$ cat config.mk
export PLATFORM = sky130hd
export DESIGN_NAME = axis_cmd_arbiter
export DESIGN_NICKNAME = d
export VERILOG_FILES = /design/src/rtl/axis_arb_pkg.sv /design/src/rtl/axis_out_reg.sv /design/src/rtl/axis_cmd_arbiter.sv
export SDC_FILE = /design/constraint.sdc
export NUM_CORES = 1
export LEC_CHECK = 0
export CORE_AREA = 2 2 161 163
export DETAILED_ROUTE_END_ITERATION = 10
export DIE_AREA = 0 0 163 165
export PLACE_DENSITY = 0.71
export SLEW_MARGIN = 30
export SYNTH_ARGS = -nofsm -noshare
export SYNTH_HDL_FRONTEND = slang
export SYNTH_SLANG_ARGS = --single-unit
$ cat constraint.sdc
create_clock -name clk -period 3.5 [get_ports clk]
set_input_delay 0.35 -clock clk [delete_from_list [all_inputs] [get_ports clk]]
set_output_delay 0.35 -clock clk [all_outputs]
set_load 0.01 [all_outputs]
$ cat src/rtl/axis_arb_pkg.sv
// Shared types and the round-robin search helper for axis_cmd_arbiter.
// rr_pick works on a fixed-width request vector so any NUM_SLAVES up to RR_MAX can use it.
package axis_arb_pkg;

   localparam int RR_MAX   = 32;
   localparam int RR_IDX_W = 5;

   typedef enum logic [0:0] {
      ARB_IDLE   = 1'b0,
      ARB_LOCKED = 1'b1
   } arb_state_t;

   typedef struct packed {
      logic                found;
      logic [RR_IDX_W-1:0] idx;
   } rr_pick_t;

   // First set bit of valid[0 +: n], searching upward from ptr and wrapping at n.
   function automatic rr_pick_t rr_pick(input logic [RR_MAX-1:0]   valid,
                                        input logic [RR_IDX_W-1:0] ptr,
                                        input int                  n);
      rr_pick_t res;
      int       j;
      res = '0;
      for (int i = 0; i < RR_MAX; i++) begin
         if (i < n) begin
            j = int'(ptr) + i;
            if (j >= n) j = j - n;
            if (!res.found && valid[j]) begin
               res.found = 1'b1;
               res.idx   = j[RR_IDX_W-1:0];
            end
         end
      end
      return res;
   endfunction

endpackage

$ cat src/rtl/axis_out_reg.sv
// Single-entry registered AXI-Stream output stage; out_free_o says a new beat may load.
module axis_out_reg
   import axis_arb_pkg::*;
#(
   parameter int DATA_WIDTH = 64,
   parameter int ID_WIDTH   = 8,
   parameter int DEST_WIDTH = 8
) (
   input  logic                  clk,
   input  logic                  rstn,
   input  logic                  load_i,
   input  logic [DATA_WIDTH-1:0] data_i,
   input  logic [ID_WIDTH-1:0]   id_i,
   input  logic [DEST_WIDTH-1:0] dest_i,
   input  logic                  last_i,
   output logic                  out_free_o,
   output logic                  m_valid_o,
   input  logic                  m_ready_i,
   output logic [DATA_WIDTH-1:0] m_data_o,
   output logic [ID_WIDTH-1:0]   m_id_o,
   output logic [DEST_WIDTH-1:0] m_dest_o,
   output logic                  m_last_o
);

   logic                  valid_q;
   logic [DATA_WIDTH-1:0] data_q;
   logic [ID_WIDTH-1:0]   id_q;
   logic [DEST_WIDTH-1:0] dest_q;
   logic                  last_q;

   assign out_free_o = !valid_q || m_ready_i;

   always_ff @(posedge clk) begin
      if (!rstn) begin
         valid_q <= 1'b0;
         data_q  <= '0;
         id_q    <= '0;
         dest_q  <= '0;
         last_q  <= 1'b0;
      end else if (load_i) begin
         valid_q <= 1'b1;
         data_q  <= data_i;
         id_q    <= id_i;
         dest_q  <= dest_i;
         last_q  <= last_i;
      end else if (out_free_o) begin
         valid_q <= 1'b0;
      end
   end

   assign m_valid_o = valid_q;
   assign m_data_o  = data_q;
   assign m_id_o    = id_q;
   assign m_dest_o  = dest_q;
   assign m_last_o  = last_q;

endmodule

$ cat src/rtl/axis_cmd_arbiter.sv
// Packet-level round-robin merge of NUM_SLAVES AXI-Stream command sources.
// Define AXIS_ARB_ID_STAMP_EN to replace m_id with the granted source index.
//
// state      | meaning
// ARB_IDLE   | no packet owns the output; round-robin search from rr_ptr
// ARB_LOCKED | source sel owns the output until its last beat is accepted
module axis_cmd_arbiter
   import axis_arb_pkg::*;
#(
   parameter int NUM_SLAVES = 4,
   parameter int DATA_WIDTH = 64,
   parameter int ID_WIDTH   = 8,
   parameter int DEST_WIDTH = 8
) (
   input  logic                             clk,
   input  logic                             rstn,
   input  logic [NUM_SLAVES-1:0]            s_valid,
   output logic [NUM_SLAVES-1:0]            s_ready,
   input  logic [NUM_SLAVES*DATA_WIDTH-1:0] s_data,
   input  logic [NUM_SLAVES*ID_WIDTH-1:0]   s_id,
   input  logic [NUM_SLAVES*DEST_WIDTH-1:0] s_dest,
   input  logic [NUM_SLAVES-1:0]            s_last,
   output logic                             m_valid,
   input  logic                             m_ready,
   output logic [DATA_WIDTH-1:0]            m_data,
   output logic [ID_WIDTH-1:0]              m_id,
   output logic [DEST_WIDTH-1:0]            m_dest,
   output logic                             m_last
);

   localparam int IDX_W = (NUM_SLAVES > 1) ? $clog2(NUM_SLAVES) : 1;

   arb_state_t        state_q, state_d;
   logic [IDX_W-1:0]  sel_q, sel_d;
   logic [IDX_W-1:0]  rr_ptr_q, rr_ptr_d;
   logic [IDX_W-1:0]  grant_idx;
   rr_pick_t          pick;
   logic              grant_vld;
   logic              out_free;
   logic              accept;
   logic              grant_last;
   logic [ID_WIDTH-1:0] grant_id;
   logic              unused_pick;

   function automatic logic [IDX_W-1:0] inc_idx(input logic [IDX_W-1:0] i);
      return (int'(i) == NUM_SLAVES - 1) ? '0 : i + 1'b1;
   endfunction

   assign pick        = rr_pick(RR_MAX'(s_valid), RR_IDX_W'(rr_ptr_q), NUM_SLAVES);
   assign unused_pick = ^pick.idx;
   assign grant_idx   = (state_q == ARB_LOCKED) ? sel_q : pick.idx[IDX_W-1:0];
   assign grant_vld   = (state_q == ARB_LOCKED) || pick.found;
   assign grant_last  = s_last[grant_idx];
   assign accept      = |(s_valid & s_ready);

   // Gated by rstn so no source sees a handshake while reset is asserted.
   always_comb begin
      s_ready = '0;
      if (rstn && grant_vld && out_free) s_ready[grant_idx] = 1'b1;
   end

   always_comb begin
      state_d  = state_q;
      sel_d    = sel_q;
      rr_ptr_d = rr_ptr_q;
      if (accept) begin
         if (grant_last) begin
            state_d  = ARB_IDLE;
            rr_ptr_d = inc_idx(grant_idx);
         end else begin
            state_d  = ARB_LOCKED;
            sel_d    = grant_idx;
         end
      end
   end

   always_ff @(posedge clk) begin
      if (!rstn) begin
         state_q  <= ARB_IDLE;
         sel_q    <= '0;
         rr_ptr_q <= '0;
      end else begin
         state_q  <= state_d;
         sel_q    <= sel_d;
         rr_ptr_q <= rr_ptr_d;
      end
   end

`ifdef AXIS_ARB_ID_STAMP_EN
   logic unused_s_id;
   if (ID_WIDTH < IDX_W) begin : g_id_width_chk
      $error("axis_cmd_arbiter: ID_WIDTH too narrow to hold the source index");
   end
   assign unused_s_id = ^s_id;
   assign grant_id    = ID_WIDTH'(grant_idx);
`else
   assign grant_id    = s_id[grant_idx*ID_WIDTH +: ID_WIDTH];
`endif

   axis_out_reg #(
      .DATA_WIDTH (DATA_WIDTH),
      .ID_WIDTH   (ID_WIDTH),
      .DEST_WIDTH (DEST_WIDTH)
   ) u_out_reg (
      .clk        (clk),
      .rstn       (rstn),
      .load_i     (accept),
      .data_i     (s_data[grant_idx*DATA_WIDTH +: DATA_WIDTH]),
      .id_i       (grant_id),
      .dest_i     (s_dest[grant_idx*DEST_WIDTH +: DEST_WIDTH]),
      .last_i     (grant_last),
      .out_free_o (out_free),
      .m_valid_o  (m_valid),
      .m_ready_i  (m_ready),
      .m_data_o   (m_data),
      .m_id_o     (m_id),
      .m_dest_o   (m_dest),
      .m_last_o   (m_last)
   );

endmodule

==> metrics.txt, run 1 <==
status complete, no violations; WP data required 3.15 ns; # DRC 0; ant diodes 0; All-Layer GR Usage 0.184; Starting Density 0.243; worst hold endpoint u_out_reg.m_data_o[3]$_SDFFE_PN0P_; core box area 0.0250 mm2; Non-Filler Instances 1672; Slew Limit Fails 0; clock buffer depth 2; endpoint class of the critical path output pin; routed vias/inst 4.70; Std-Cell Rows 58; Layout Nets 1675; DRT antenna net count 0; first-pass GRT wire length 38700 um; final period utilization 0.943; Final Hold Viols 0; class of the worst hold path flop to flop; antenna violations before repair 0; syn nets 1296; Die Y 165 um; Inserted Clock Buffers 9; worst hold start u_out_reg.m_data_o[3]$_SDFFE_PN0P_; clock latency on the worst-skew pair 0.34 ns; largest net degree at the start of global routing 88; crit path max fanout 6; CTS H-Tree Depth 3; Setup CP Type flop to output pin; final weighted congestion in routability-driven placement 0.861; post-synth cell types 42; reg-to-reg setup timing slack 0.25 ns; average wire per standard cell 15.7 um; Syn Area/Cell 6.35 um2; RSZ-0062 raised after global routing no; Max Clock Freq 303 MHz; CTS tree done; Clock transition at path regs 0.06 ns; Post-Syn Instances 960; Overall Power 11.4 mW; Post-synth EDFFs 0; Async SR Flop Fraction 0; Worst-Margin Slew 0.800 ns; Layout fillers 2562; Initial DRC Count 395; Port-buffer cells 416; LEAKAGE 4.29 nW; TritonRoute pass-1 iters 5; Routed WL 26200 um; pwr dens 1040 mW/mm2; vias 7851; cell area after placement 0.0107 mm2; Post-CTS Hold Fix Bufs 0; VDD IR max 0.654 mV; sequential fraction of the synthesis area 0.286; Layout Skew 0.0118 ns; Max Cap Viol 0; Slew HR 0.466; startpoint class of the critical path flop; Horiz. Die Dim 163 um; pre-CTS setup slack 0.0114 ns; I/O pins 417; clock sinks 87; total grt overflow 0; vias in the first global route 7427; TNS Setup 0 ns; Layout area overhead 79.9%; Final Cell Area 0.0110 mm2; Post-DP HPWL 19200 um; yosys warns 0; final setup margin 0.199 ns; # setup viols final 0; ys flop type dfxtp_1; clock tree root driver cell clkbuf_16; R2R cell count 12; Placed Cells 1657; minimum clock period 3.30 ns; Seq cells post-synth 87; synthesized area 0.00609 mm2; full die area 0.0269 mm2; RR Endpoint rr_ptr_q[1]$_SDFFE_PN0P_; Worst R2R Start rr_ptr_q[1]$_SDFFE_PN0P_; Hold Path Stages 2; layout cell share with drive strength beyond 1 0.0633; Critical Path AT 2.95 ns; smallest hold slack 0.450 ns; final core occ 0.438
[worst max-delay path by stage]
stage | start | end | depth (start not counted)
2_1_floorplan | rr_ptr_q[0]$_SDFFE_PN0P_ | rr_ptr_q[0]$_SDFFE_PN0P_ | 18
3_3_place_gp | s_valid[3] | s_ready[3] | 10
3_5_place_dp | s_valid[3] | u_out_reg.m_data_o[39]$_SDFFE_PN0P_ | 13
4_1_cts | rr_ptr_q[0]$_SDFFE_PN0P_ | s_ready[0] | 10
5_1_grt | rr_ptr_q[1]$_SDFFE_PN0P_ | s_ready[3] | 11
6_report | rr_ptr_q[0]$_SDFFE_PN0P_ | s_ready[0] | 10
[power breakdown]
part / internal (mW) / total (mW) / switching, mW
sequential: 1.51 / 1.78 / 0.270
clock: 0.471 / 0.878 / 0.406
combinational: 3.55 / 8.78 / 5.23
[layout make-up]
type                       count  area [um2]  area share
sequential                    87        1750       0.160
timing repair buffer         450        4550       0.415
clock inverter                 4        25.0     0.00228
tap                          330         413      0.0377
clock buffer                  10         229      0.0209
multi-input combinational    783        3960       0.362
inverter                       8        35.0     0.00320
[critical path: stages (launching register included)]
cell and delay (ns):
dfxtp_4 0.39, inv_1 0.09, ha_4 0.26, o21ai_1 0.27, a311oi_1 0.15, buf_4 0.16, o31ai_4 0.33, buf_4 0.23
nand2b_1 0.08, nor2_1 0.10, clkdlybuf4s50_1 0.56
[repair_timing]
action                                  CTS  global route
buffers inserted                          0             0
hold endpoints to repair                  0             0
endpoints found under the setup margin    2             6
resized for setup                         4             3
cloned                                    1             0
pin swaps                                 0             0
[Yosys cell counts, types with 2 or more instances]
| master | count | area [um2] |
|---|---|---|
| nand2_1 | 407 | 1530 |
| nand3_1 | 223 | 1120 |
| dfxtp_1 | 87 | 1740 |
| a21boi_1 | 80 | 601 |
| clkbuf_1 | 56 | 210 |
| nand3_2 | 18 | 180 |
| buf_2 | 14 | 70.1 |
| buf_6 | 9 | 101 |
| mux2i_1 | 8 | 80.1 |
| inv_1 | 7 | 26.3 |
| nor2_1 | 7 | 26.3 |
| ha_1 | 5 | 62.6 |
| mux4_2 | 3 | 67.6 |
| nand2b_1 | 3 | 18.8 |
| o21ai_0 | 3 | 15.0 |
| nor3_1 | 2 | 10.0 |
| o21a_1 | 2 | 15.0 |
| or2_2 | 2 | 12.5 |
[cell usage in the layout (no fill, tap or decap), drive strengths merged, types with 2 or more instances in the layout]
cell	count
mux2i	8
buf	34
nand2b	3
dfxtp	87
nand2	407
o21a	2
nor2	7
nor3	2
nand3	241
clkdlybuf4s50	413
ha	5
mux4	3
or2	2
a221oi	2
clkinv	2
a21boi	81
clkinvlp	2
dlygate4sd2	2
o21ai	3
inv	8
clkbuf	10
[routing by layer]
| layer | routed length, um | GRT usage | part of all wire | vias to the layer above |
|---|---|---|---|---|
| met5 | 0 | 0 | 0 | - |
| met4 | 667 | 0.0623 | 0.025 | 0 |
| met3 | 2300 | 0.0535 | 0.088 | 44 |
| met2 | 12700 | 0.330 | 0.49 | 356 |
| met1 | 10500 | 0.207 | 0.40 | 3513 |
| li1 | - | - | - | 3938 |
[kinds of logic (layout without fill, tap and decap cells)]
kind of cell,count (synthesis),after routing,share of synthesized area
flops,87,87,0.286
buf+inv,90,472,0.0706
fa+ha+maj,5,5,0.0103
simple gates,666,666,0.479
compound gates,100,100,0.129
mux,12,12,0.0261
[state kept, by name (all words and copies together) (netlist names)]
signal and count:
u_out_reg.m_valid_o 1, u_out_reg.m_data_o 64, u_out_reg.m_last_o 1, u_out_reg.m_dest_o 8
rr_ptr_q 2, state_q 1, sel_q 2, u_out_reg.m_id_o 8
Note: power is estimated with default switching activity, not from simulation.
==> inputs of run 2 (changes only) <==
--- a/config.mk
+++ b/config.mk
@@ -11,3 +11,3 @@
 export PLACE_DENSITY = 0.71
-export SLEW_MARGIN = 30
+export SLEW_MARGIN = 20
 export SYNTH_ARGS = -nofsm -noshare
--- a/constraint.sdc
+++ b/constraint.sdc
@@ -3,2 +3,2 @@
 set_output_delay 0.35 -clock clk [all_outputs]
-set_load 0.01 [all_outputs]
+set_load 0.02 [all_outputs]
==> metrics.txt, run 2 (same netlist as run 1, synthesis figures left out) <==
Horiz. Die Dim 163 um (unchanged); LEAKAGE 4.27 nW (was 4.29 nW); CTS tree done (unchanged); worst path cell trace inv_1 > ha_4 > inv_1 > o21a_1 > a311oi_1 > buf_4 > o31ai_4 > buf_4 > nor3_1 > clkdlybuf4s50_1 (was inv_1 > ha_4 > o21ai_1 > a311oi_1 > buf_4 > o31ai_4 > buf_4 > nand2b_1 > nor2_1 > clkdlybuf4s50_1); largest net degree at the start of global routing 128 (was 88); Layout Nets 1667 (was 1675); full die area 0.0269 mm2 (unchanged); clock buffer depth 2 (unchanged); Inserted Clock Buffers 9 (unchanged); Crit-path slowest cell clkdlybuf4s50_1 (unchanged); core box area 0.0250 mm2 (unchanged); max reg flops 64 (unchanged); crit-path max cell delay 0.64 ns (was 0.56 ns); Layout Skew 0.00642 ns (was 0.0118 ns); status complete, no violations (unchanged); Placed Cells 1647 (was 1657); Max Cap Viol 0 (unchanged); Critical Path AT 3.00 ns (was 2.95 ns); minimum clock period 3.35 ns (was 3.30 ns); pwr dens 1080 mW/mm2 (was 1040 mW/mm2); first-pass GRT wire length 39400 um (was 38700 um); Layout area overhead 79.7% (was 79.9%); Post-CTS Hold Fix Bufs 0 (unchanged); Non-Filler Instances 1667 (was 1672); Max Clock Freq 298 MHz (was 303 MHz); final period utilization 0.958 (was 0.943); average wire per standard cell 15.9 um (was 15.7 um); endpoint class of the critical path output pin (unchanged); Routed WL 26500 um (was 26200 um); CTS H-Tree Depth 3 (unchanged); VDD IR max 1.00 mV (was 0.654 mV); Worst path depth 10 (unchanged); layout cell share with drive strength beyond 1 0.0606 (was 0.0633); routed vias/inst 4.72 (was 4.70); switching share of power 0.533 (was 0.516); I/O pins 417 (unchanged); most frequent cells in the layout clkdlybuf4s50_1, nand2_1, nand3_1 (unchanged); clock sinks 87 (unchanged); Initial DRC Count 423 (was 395); Die Y 165 um (unchanged); Post-DP HPWL 18800 um (was 19200 um); Setup CP Type flop to output pin (unchanged); DRT antenna net count 0 (unchanged); Slew Limit Fails 0 (unchanged); antenna violations before repair 1 (was 0); Worst-Margin Slew 0.876 ns (was 0.800 ns); vias in the first global route 7561 (was 7427); RSZ-0062 raised after global routing no (unchanged); Hold Path Stages 2 (unchanged); clock tree root driver cell clkbuf_16 (unchanged); Top delay family on crit path buffers and inverters (unchanged); Port-buffer cells 416 (unchanged); WP data required 3.15 ns (about the same); Critical path buffers and inverters 5 (was 4); vias 7875 (was 7851); most common cell after layout, fill and taps aside clkdlybuf4s50_1 (unchanged); startpoint class of the critical path flop (unchanged); Slew HR 0.416 (was 0.466); Starting Density 0.243 (unchanged); All-Layer GR Usage 0.185 (was 0.184); crit path max fanout 6 (unchanged); Final Hold Viols 0 (unchanged); smallest hold slack 0.451 ns (was 0.450 ns); R2R cell count 13 (was 12); NetSw 6.30 mW (was 5.91 mW); clock power share 0.091 (was 0.077); class of the worst hold path flop to flop (unchanged); Gate power share 0.759 (was 0.768); sequential share of power 0.150 (was 0.155); TritonRoute pass-1 iters 5 (unchanged); total grt overflow 0 (unchanged); # setup viols final 0 (unchanged); final weighted congestion in routability-driven placement 0.855 (was 0.861); Clock transition at path regs 0.07 ns (was 0.06 ns); clock latency on the worst-skew pair 0.34 ns (about the same); Std-Cell Rows 58 (unchanged); # DRC 0 (unchanged); internal power 5.52 mW (was 5.53 mW)
[run 2: repair_timing]
| item | CTS | global route |
|---|---|---|
| buffers inserted | 0 | 2 |
| gates resized for setup | 2 | 4 |
| setup endpoints to repair | 2 | 32 |
| pin swaps | 0 | 1 |
| cloned | 0 | 1 |
[run 2: worst paths after layout]
kind              slack [ns]                             endpoint                                 from
setup reg to reg        0.23             rr_ptr_q[1]$_SDFFE_PN0P_             rr_ptr_q[0]$_SDFFE_PN0P_
hold / removal          0.45  u_out_reg.m_data_o[41]$_SDFFE_PN0P_  u_out_reg.m_data_o[41]$_SDFFE_PN0P_
hold reg to reg         0.45  u_out_reg.m_data_o[41]$_SDFFE_PN0P_  u_out_reg.m_data_o[41]$_SDFFE_PN0P_
setup / recovery        0.15                           s_ready[2]             rr_ptr_q[0]$_SDFFE_PN0P_
[run 2: layout make-up]
type,count,area [um2]
multi-input combinational,783,3970
clock inverter,5,81.3
inverter,8,35.0
timing repair buffer,442,4470
fill,2574,14100
sequential,87,1740
clock buffer,11,243
antenna,1,2.50
tap,330,413
[run 2: worst reg2reg max path: cells and delay by family (launching register included)]
kind                     cells  cell delay (ns)
AO/OA/AOI/OAI                4             1.11
adder cells (fa/ha/maj)      2             0.55
multiplexers                 2             0.47
flip-flops                   1             0.41
buffers and inverters        3             0.34
AND/OR/NAND/NOR              2             0.30
[run 2: power groups by stage]
stage               combinational [mW]  sequential [mW]  clock (mW)
global placement                  8.80             1.77           0
global route                      9.83             1.84        1.18
CTS                               8.90             1.77        1.13
finish                            8.96             1.77        1.08
detailed placement                8.88             1.79           0
floorplan                         5.28             2.34           0
[run 2: metal layers]
metal,GRT usage,part of all wire,vias to the layer above
li1,-,-,3935
met4,0.0688,0.026,0
met3,0.0545,0.088,44
met2,0.325,0.47,318
met5,0,0,-
met1,0.212,0.41,3578
[run 2: stage by stage]
stage	TNS, ns	utilization	instance area (um2)	power (mW)	setup WS, ns
3_5_place_dp	-0.0379	0.423	10600	10.7	-0.0225
5_1_grt	0	0.437	11000	12.8	0.0111
6_report	0	0.437	11000	11.8	0.148
2_1_floorplan	0	-	6150	7.62	0.0114
3_3_place_gp	0	0.423	10600	10.6	0.00485
4_1_cts	0	0.436	10900	11.8	0.0186
==> inputs of run 3 (changes only) <==
Settings changed: CORE_AREA 2 2 161 163 to 4 4 158 160, DIE_AREA 0 0 163 165 to 0 0 162 164, PLACE_DENSITY 0.71 to 0.74.
==> metrics.txt, run 3 (same netlist as run 1, synthesis figures left out) <==
internal power 5.56 mW (was 5.52 mW); final weighted congestion in routability-driven placement 0.847 (was 0.855); CTS H-Tree Depth 3 (unchanged); layout cell share with drive strength beyond 1 0.0584 (was 0.0606); clock sinks 87 (unchanged); vias in the first global route 7736 (was 7561); LEAKAGE 4.29 nW (was 4.27 nW); Routed WL 26400 um (was 26500 um); antenna violations before repair 0 (was 1); sequential share of power 0.152 (was 0.150); Worst-Margin Slew 0.816 ns (was 0.876 ns); Inserted Clock Buffers 9 (unchanged); Post-CTS Hold Fix Bufs 0 (unchanged); Placed Cells 1641 (was 1647); worst path cell trace inv_1 > ha_4 > mux4_2 > nor3b_1 > a311o_1 > a21o_4 > inv_4 > ha_2 > inv_1 > nor2_1 > dlygate4sd2_1 (was inv_1 > ha_4 > inv_1 > o21a_1 > a311oi_1 > buf_4 > o31ai_4 > buf_4 > nor3_1 > clkdlybuf4s50_1); routed vias/inst 4.78 (was 4.72); CTS tree done (unchanged); first-pass GRT wire length 39600 um (was 39400 um); Max Clock Freq 302 MHz (was 298 MHz); Non-Filler Instances 1655 (was 1667); average wire per standard cell 15.9 um (about the same); most frequent cells in the layout clkdlybuf4s50_1, nand2_1, nand3_1 (unchanged); max reg flops 64 (unchanged); most common cell after layout, fill and taps aside clkdlybuf4s50_1 (unchanged); Initial DRC Count 420 (was 423); class of the worst hold path flop to flop (unchanged); Top delay family on crit path compound AO/OA/AOI/OAI gates (was buffers and inverters); most frequent CP cell inv_1; WP data required 3.15 ns (about the same); pwr dens 1070 mW/mm2 (was 1080 mW/mm2); total grt overflow 0 (unchanged); largest net degree at the start of global routing 91 (was 128); Max Cap Viol 0 (unchanged); minimum clock period 3.31 ns (was 3.35 ns); startpoint class of the critical path flop (unchanged); core box area 0.0234 mm2 (was 0.0250 mm2); Starting Density 0.260 (was 0.243); status complete, no violations (unchanged); # setup viols final 0 (unchanged); DRT antenna net count 0 (unchanged); Die Y 164 um (was 165 um); final period utilization 0.946 (was 0.958); Post-DP HPWL 20200 um (was 18800 um); vias 7909 (was 7875); RSZ-0062 raised after global routing no (unchanged); endpoint class of the critical path output pin (unchanged); setup bufs post-CTS 0 (unchanged); Layout Skew 0.00955 ns (was 0.00642 ns); full die area 0.0266 mm2 (was 0.0269 mm2); # DRC 0 (unchanged); Final Hold Viols 0 (unchanged); switching share of power 0.526 (was 0.533); clock buffer depth 2 (unchanged); clock power share 0.100 (was 0.091); VDD IR max 0.786 mV (was 1.00 mV); All-Layer GR Usage 0.185 (about the same); Layout area overhead 79.2% (was 79.7%); Crit-path slowest cell dfxtp_2 (was clkdlybuf4s50_1); crit-path max cell delay 0.39 ns (was 0.64 ns); TritonRoute pass-1 iters 7 (was 5); Layout Nets 1669 (was 1667); I/O pins 417 (unchanged); Critical Path AT 2.96 ns (was 3.00 ns); TNS Setup 0 ns (unchanged); Overall Power 11.7 mW (was 11.8 mW); clock tree root driver cell clkbuf_16 (unchanged); Port-buffer cells 416 (unchanged); Slew Limit Fails 0 (unchanged); Horiz. Die Dim 162 um (was 163 um); ant diodes 0 (was 1); clock latency on the worst-skew pair 0.34 ns (about the same); Critical path buffers and inverters 4 (was 5); crit path max fanout 6 (unchanged); NetSw 6.17 mW (was 6.30 mW); Clock transition at path regs 0.07 ns (about the same); Setup CP Type flop to output pin (unchanged); Std-Cell Rows 56 (was 58); Slew HR 0.456 (was 0.416); Gate power share 0.748 (was 0.759)
run 3: what timing repair did:
| item | in CTS | in global routing |
|---|---|---|
| pin swaps | 0 | 0 |
| endpoints found under the setup margin | 1 | 1 |
| gates resized for setup | 1 | 1 |
run 3: layer usage:
metal,GRT usage,share of wire,vias to the layer above
met5,0,0,-
met4,0.0727,0.028,0
met3,0.0580,0.093,42
met2,0.334,0.49,335
met1,0.201,0.39,3599
li1,-,-,3933
run 3: path summary, 6_finish.rpt:
path / to / cells past startpoint / slack, ns / start
worst max-delay path: s_ready[3] / 11 / 0.19 / rr_ptr_q[0]$_SDFFE_PN0P_
worst min-delay path: u_out_reg.m_data_o[23]$_SDFFE_PN0P_ / 2 / 0.45 / u_out_reg.m_data_o[23]$_SDFFE_PN0P_
worst max register to register: u_out_reg.m_data_o[30]$_SDFFE_PN0P_ / 14 / 0.21 / rr_ptr_q[0]$_SDFFE_PN0P_
worst min register to register: u_out_reg.m_data_o[23]$_SDFFE_PN0P_ / 2 / 0.45 / u_out_reg.m_data_o[23]$_SDFFE_PN0P_
run 3: layout make-up:
type | instances | area [um2]
Sequential cell | 87 | 1740
Fill cell | 2380 | 12500
Multi-Input combinational cell | 783 | 3960
Tap cell | 319 | 399
Clock buffer | 10 | 229
Timing Repair Buffer | 444 | 4430
Inverter | 8 | 35.0
Clock inverter | 4 | 120
run 3: power groups by stage:
stage	Sequential (mW)	Combinational (mW)	Clock [mW]
after CTS	1.79	8.85	1.21
final	1.78	8.77	1.17
after detailed placement	1.80	8.82	0
after global placement	1.78	8.73	0
after global routing	1.84	9.68	1.26
after floorplan	2.34	5.28	0
run 3: through the flow:
step / utilization / instance area, um2 / hold slack (ns) / setup slack, ns
floorplan: - / 6150 / 0.433 / 0.0114
global route: 0.467 / 10900 / 0.467 / 0.0383
finish: 0.467 / 10900 / 0.449 / 0.187
CTS: 0.467 / 10900 / 0.453 / 0.143
global placement: 0.452 / 10600 / 0.440 / 0.0858
detailed placement: 0.452 / 10600 / 0.444 / 0.0321
run 3: worst reg2reg max path, delay by kind of cell, from the launching register on:
kind,cells,cell delay (ns)
flops,1,0.39
compound gates,5,1.08
mux,1,0.27
fa+ha+maj,2,0.53
simple gates,2,0.27
buf+inv,4,0.67
